File: src/rtl/key_event_encoder.sv
// key_event_encoder
//
// Sits behind the per-key debouncers and turns level changes on the key
// inputs into discrete note-on / note-off events. At most one event is
// generated per cycle; when several keys change together the lowest key
// index goes first. Events are buffered in a small FIFO and handed to the
// voice allocator over a valid/ready handshake.
//
// Ports:
//   clk         system clock
//   rst         synchronous, active-high reset
//   key_levels  debounced key levels, 1 = pressed, bit i = key i
//   evt_valid   head FIFO entry valid
//   evt_ready   consumer accepts head entry this cycle
//   evt_note    MIDI note of head entry (BASE_NOTE + key index)
//   evt_on      1 = note-on, 0 = note-off
//   held_mask   key states already reported as events
//   fifo_level  current FIFO occupancy, 0..FIFO_DEPTH

module key_event_encoder #(
  parameter int NUM_KEYS   = 8,
  parameter int BASE_NOTE  = 60,
  parameter int FIFO_DEPTH = 4
) (
  input  logic                        clk,
  input  logic                        rst,
  input  logic [NUM_KEYS-1:0]         key_levels,
  output logic                        evt_valid,
  input  logic                        evt_ready,
  output logic [6:0]                  evt_note,
  output logic                        evt_on,
  output logic [NUM_KEYS-1:0]         held_mask,
  output logic [$clog2(FIFO_DEPTH):0] fifo_level
);

  localparam int PTR_W = $clog2(FIFO_DEPTH);
  localparam int CNT_W = PTR_W + 1;

  // Parameter sanity checks, evaluated at elaboration.
  if (NUM_KEYS < 1 || NUM_KEYS > 16) begin : g_bad_num_keys
    $error("key_event_encoder: NUM_KEYS must be in 1..16");
  end
  if (BASE_NOTE < 0 || BASE_NOTE + NUM_KEYS - 1 > 127) begin : g_bad_base_note
    $error("key_event_encoder: BASE_NOTE+NUM_KEYS-1 must not exceed 127");
  end
  if (FIFO_DEPTH < 2 || (FIFO_DEPTH & (FIFO_DEPTH - 1)) != 0) begin : g_bad_depth
    $error("key_event_encoder: FIFO_DEPTH must be a power of two >= 2");
  end

  logic [NUM_KEYS-1:0] key_q;
  logic [NUM_KEYS-1:0] reported;
  logic [NUM_KEYS-1:0] diff;
  logic [NUM_KEYS-1:0] sel_onehot;
  logic [3:0]          sel_idx;
  logic                push;
  logic                pop;
  logic                push_on;
  logic [6:0]          push_note;
  logic [PTR_W-1:0]    wr_ptr;
  logic [PTR_W-1:0]    rd_ptr;
  logic [CNT_W-1:0]    count;
  logic [7:0]          fifo_mem [FIFO_DEPTH];
  logic [7:0]          head;

  // Keys whose current level has not yet been reported are pending.
  assign diff = key_q ^ reported;

  // Isolate the lowest pending key: x & -x keeps only the lowest set bit.
  assign sel_onehot = diff & (~diff + NUM_KEYS'(1));

  always_comb begin
    sel_idx = '0;
    for (int i = 0; i < NUM_KEYS; i++) begin
      if (sel_onehot[i]) sel_idx = 4'(i);
    end
  end

  assign push_on   = |(key_q & sel_onehot);
  assign push_note = 7'(BASE_NOTE) + {3'b000, sel_idx};

  // Full check uses the occupancy before any same-cycle pop, so a full
  // FIFO refuses a push even while it is being drained.
  assign push = (diff != '0) && (count < CNT_W'(FIFO_DEPTH));
  assign pop  = (count != '0) && evt_ready;

  always_ff @(posedge clk) begin
    if (rst) begin
      key_q    <= '0;
      reported <= '0;
      wr_ptr   <= '0;
      rd_ptr   <= '0;
      count    <= '0;
    end else begin
      key_q <= key_levels;
      if (push) begin
        // Record the level that was just queued for the selected key only.
        reported <= (reported & ~sel_onehot) | (key_q & sel_onehot);
        wr_ptr   <= wr_ptr + 1'b1;
      end
      if (pop) begin
        rd_ptr <= rd_ptr + 1'b1;
      end
      case ({push, pop})
        2'b10:   count <= count + 1'b1;
        2'b01:   count <= count - 1'b1;
        default: count <= count;
      endcase
    end
  end

  // Storage needs no reset: entries are only visible while count != 0.
  always_ff @(posedge clk) begin
    if (!rst && push) begin
      fifo_mem[wr_ptr] <= {push_on, push_note};
    end
  end

  assign head       = fifo_mem[rd_ptr];
  assign evt_valid  = (count != '0);
  assign evt_note   = evt_valid ? head[6:0] : 7'd0;
  assign evt_on     = evt_valid & head[7];
  assign held_mask  = reported;
  assign fifo_level = count;

endmodule

File: config.mk
export PLATFORM = sky130hd
export DESIGN_NAME = key_event_encoder
export DESIGN_NICKNAME = d
export VERILOG_FILES = /design/src/rtl/key_event_encoder.sv
export SDC_FILE = /design/constraint.sdc
export NUM_CORES = 1
export LEC_CHECK = 0
export BUFFER_PORTS_ARGS = -buffer_cell sky130_fd_sc_hd__buf_4
export CAP_MARGIN = 5
export CORE_ASPECT_RATIO = 1.5
export CORE_MARGIN = 5
export CORE_UTILIZATION = 60
export CTS_BUF_LIST = sky130_fd_sc_hd__clkbuf_8
export CTS_CLUSTER_SIZE = 30
export DETAILED_ROUTE_END_ITERATION = 10
export PLACE_DENSITY = 0.85
export SETUP_SLACK_MARGIN = 0.02
export SLEW_MARGIN = 10
export SYNTH_ARGS = -nofsm -noshare
export SYNTH_HDL_FRONTEND = slang
export SYNTH_SLANG_ARGS = --single-unit
File: constraint.sdc
create_clock -name clk -period 6.9 [get_ports clk]
set_input_delay 1.035 -clock clk [delete_from_list [all_inputs] [get_ports clk]]
set_output_delay 1.035 -clock clk [all_outputs]
set_load 0.02 [all_outputs]
==> results.sh <==
export IMPL_status="complete, no violations"
export IMPL_drt_iter0_drc=73
export IMPL_clk_pin_slew_ns=0.08
export IMPL_finalCritPeriodShare_pct=44.7
export IMPL_gp_congestion=0.910
export IMPL_start_util_pct=62.0
export IMPL_via_per_inst=5.70
export IMPL_routed_wl_mm=4.15
export IMPL_synth_edff_count=20
export IMPL_ys_seq_elements=45
export IMPL_place_hpwl_mm=3.17
export IMPL_rsz0062_at_grt="no"
export IMPL_hp_class="reg -> reg"
export IMPL_async_flop_share_pct=0
export IMPL_h_tree_depth=2
export IMPL_p_per_area_nw_per_um2=384
export IMPL_clock_sinks=45
export IMPL_yosys_warnings=0
export IMPL_setup_ws_ns=3.81
export IMPL_cts_buffers=5
export IMPL_syn_nets=205
export IMPL_cts_resized=0
export IMPL_relSlewSlack_pct=57.3
export IMPL_criticalPathCategory="reg -> reg"
export IMPL_port_buffers=30
export IMPL_area_growth_pct=15.7
export IMPL_crit_arrival_ns=3.31
export IMPL_drive_gt1_share_pct=23.0
export IMPL_fp_dieH_microns=82.8
export IMPL_ir_drop_v=0.000259
export IMPL_cts_tree="done"
export IMPL_drt_pass1_iter_count=7
export IMPL_cap_violations=0
export IMPL_cts_root_buffer="clkbuf_8"
export IMPL_place_area_sq_um=2340
export IMPL_worst_pin_slew_ns=0.636
export IMPL_start_kind="flip-flop"
export IMPL_slew_violations=0
export IMPL_num_io_pins=31
export IMPL_holdBufCountCts=0
export IMPL_final_cell_area_sq_um=2450
export IMPL_synth_top_cell_by_area="edfxtp_1"
export IMPL_crit_path_end_kind="flip-flop"
export IMPL_setup_violations_final=0
export IMPL_route_detailed_drc=0
export IMPL_num_rows=26
export IMPL_synthCells=186
export IMPL_max_freq_mhz=324
export IMPL_fin_nets=231
export IMPL_place_ws_ns=3.84
export IMPL_crit_required_ns=7.13
export IMPL_die_area_sq_um=4840
export IMPL_hold_violations=0
export IMPL_n_antenna_cell=0
export IMPL_vias=1453
export IMPL_clkLatencyLatePin_ns=0.29
export IMPL_grt_pass1_wl_mm=6.93
export IMPL_ant_nets=0
export IMPL_critical_path_max_fanout=7
export IMPL_cts_setup_buffers=0
export IMPL_power_total_mw=0.940
export IMPL_syn_area_per_cell_sq_um=11.4
export IMPL_grt_util_all_layers_pct=19.1
export IMPL_antenna_found_initial=0
export IMPL_yosys_top_cells_area="edfxtp_1 28%, dfxtp_1 24%, mux4_2 5.3%, ha_1 4.1%, xor2_1 2.9%"
export IMPL_period_minus_slack_ns=3.09
export IMPL_grt_overflow_total=0
export IMPL_p_leak_nw=0.995
export IMPL_core_area_sq_um=3420
export IMPL_grt_pass1_vias=1510
export IMPL_cts_buffer_depth=2
export IMPL_synth_distinct_cells=42
export IMPL_grt_max_degree=21
export IMPL_fin_setup_tns_ns=0
export IMPL_fin_worst_skew_ns=0.00673
export IMPL_ys_flop_type="dfxtp_1"
export IMPL_yosysSeqAreaShare_pct=52.0
export IMPL_synth_area_sq_um=2120
export IMPL_die_x_microns=58.5
export IMPL_wl_per_cell_microns=16.3
export IMPL_yosysTopAreaCellShare_pct=28.4
export IMPL_whs_ns=0.496
-- routing by layer --
metal | GRT usage [%] | share of wire, % | wire length [microns]
met1 | 17.8 | 33 | 1380
met3 | 3.87 | 4.3 | 179
met5 | 0 | 0 | 0
met2 | 39.6 | 61 | 2540
met4 | 6.03 | 1.3 | 55
-- layout by cell type (no fill, tap or decap), types with 3 or more instances in the layout --
cell and n:
buf_4 30, dfxtp_1 25, edfxtp_1 20, inv_1 13, nand2_1 13, nor2b_1 9, nor2_1 8, xor2_1 7
ha_1 7, and2_1 6, mux2i_1 6, xnor2_1 5, mux4_2 5, and3_1 5, a21oi_1 5, clkbuf_8 5
or3_1 4, nand2b_1 4, o21ai_0 4, maj3_1 3
-- critical path, stage by stage, from the launching register on --
cell	delay, ns
dfxtp_1	0.38
inv_1	0.06
ha_1	0.28
inv_1	0.09
nor4_2	0.62
a21oi_2	0.23
inv_2	0.12
ha_1	0.19
inv_1	0.06
fa_1	0.37
xor2_1	0.16
or3_1	0.30
a21oi_1	0.15
-- per-stage QoR --
stage	cells	utilization, %
5_1_grt	255	71.7
3_5_place_dp	247	68.6
4_1_cts	255	71.7
3_3_place_gp	247	68.6
2_1_floorplan	186	-
6_report	255	71.7
-- logic make-up (layout without fill, tap and decap cells) --
logic type | count (synthesis) | in the layout | share of synthesized area (%)
AO/OA/AOI/OAI | 21 | 21 | 7.27
flip-flops | 45 | 45 | 52.0
adder cells (fa/ha/maj) | 11 | 11 | 6.50
XOR/XNOR | 12 | 12 | 4.96
AND/OR/NAND/NOR | 59 | 59 | 15.4
buffers and inverters | 26 | 53 | 5.20
multiplexers | 12 | 12 | 8.68
-- where the power goes --
group	internal [mW]	switching [mW]	total, mW
Clock	0.106	0.0839	0.190
Combinational	0.163	0.210	0.373
Sequential	0.338	0.0400	0.378
-- Yosys cell counts (3+ instances only) --
master    instances
and2_1            6
ha_1              7
dfxtp_1          25
clkbuf_1          7
or3_1             4
edfxtp_1         20
and3_1            5
mux2i_1           6
inv_1            12
xor2_1            7
a21oi_1           5
nor2_1            8
nor2b_1           9
xnor2_1           5
nand2_1          13
buf_4             3
maj3_1            3
nand2b_1          4
mux4_2            5
o21ai_0           4
-- final cells by class --
| cell class | instances | area [sq um] |
|---|---|---|
| clock buffer | 5 | 68.8 |
| clock inverter | 3 | 38.8 |
| fill | 260 | 966 |
| inverter | 15 | 56.3 |
| multi-input combinational | 115 | 907 |
| sequential | 45 | 1100 |
| tap | 42 | 52.6 |
| timing repair buffer | 30 | 225 |
-- path summary, 6_finish.rpt --
path | slack [ns] | depth (start not counted) | endpoint | startpoint
worst max-delay path | 3.81 | 12 | fifo_level[2] | held_mask[0]
worst min register to register | 0.50 | 2 | flip-flop | key_q[3]
worst max register to register | 3.81 | 12 | fifo_level[2] | held_mask[0]
worst min-delay path | 0.50 | 2 | flip-flop | key_q[3]
No activity file was read; power rests on OpenSTA's default activity.
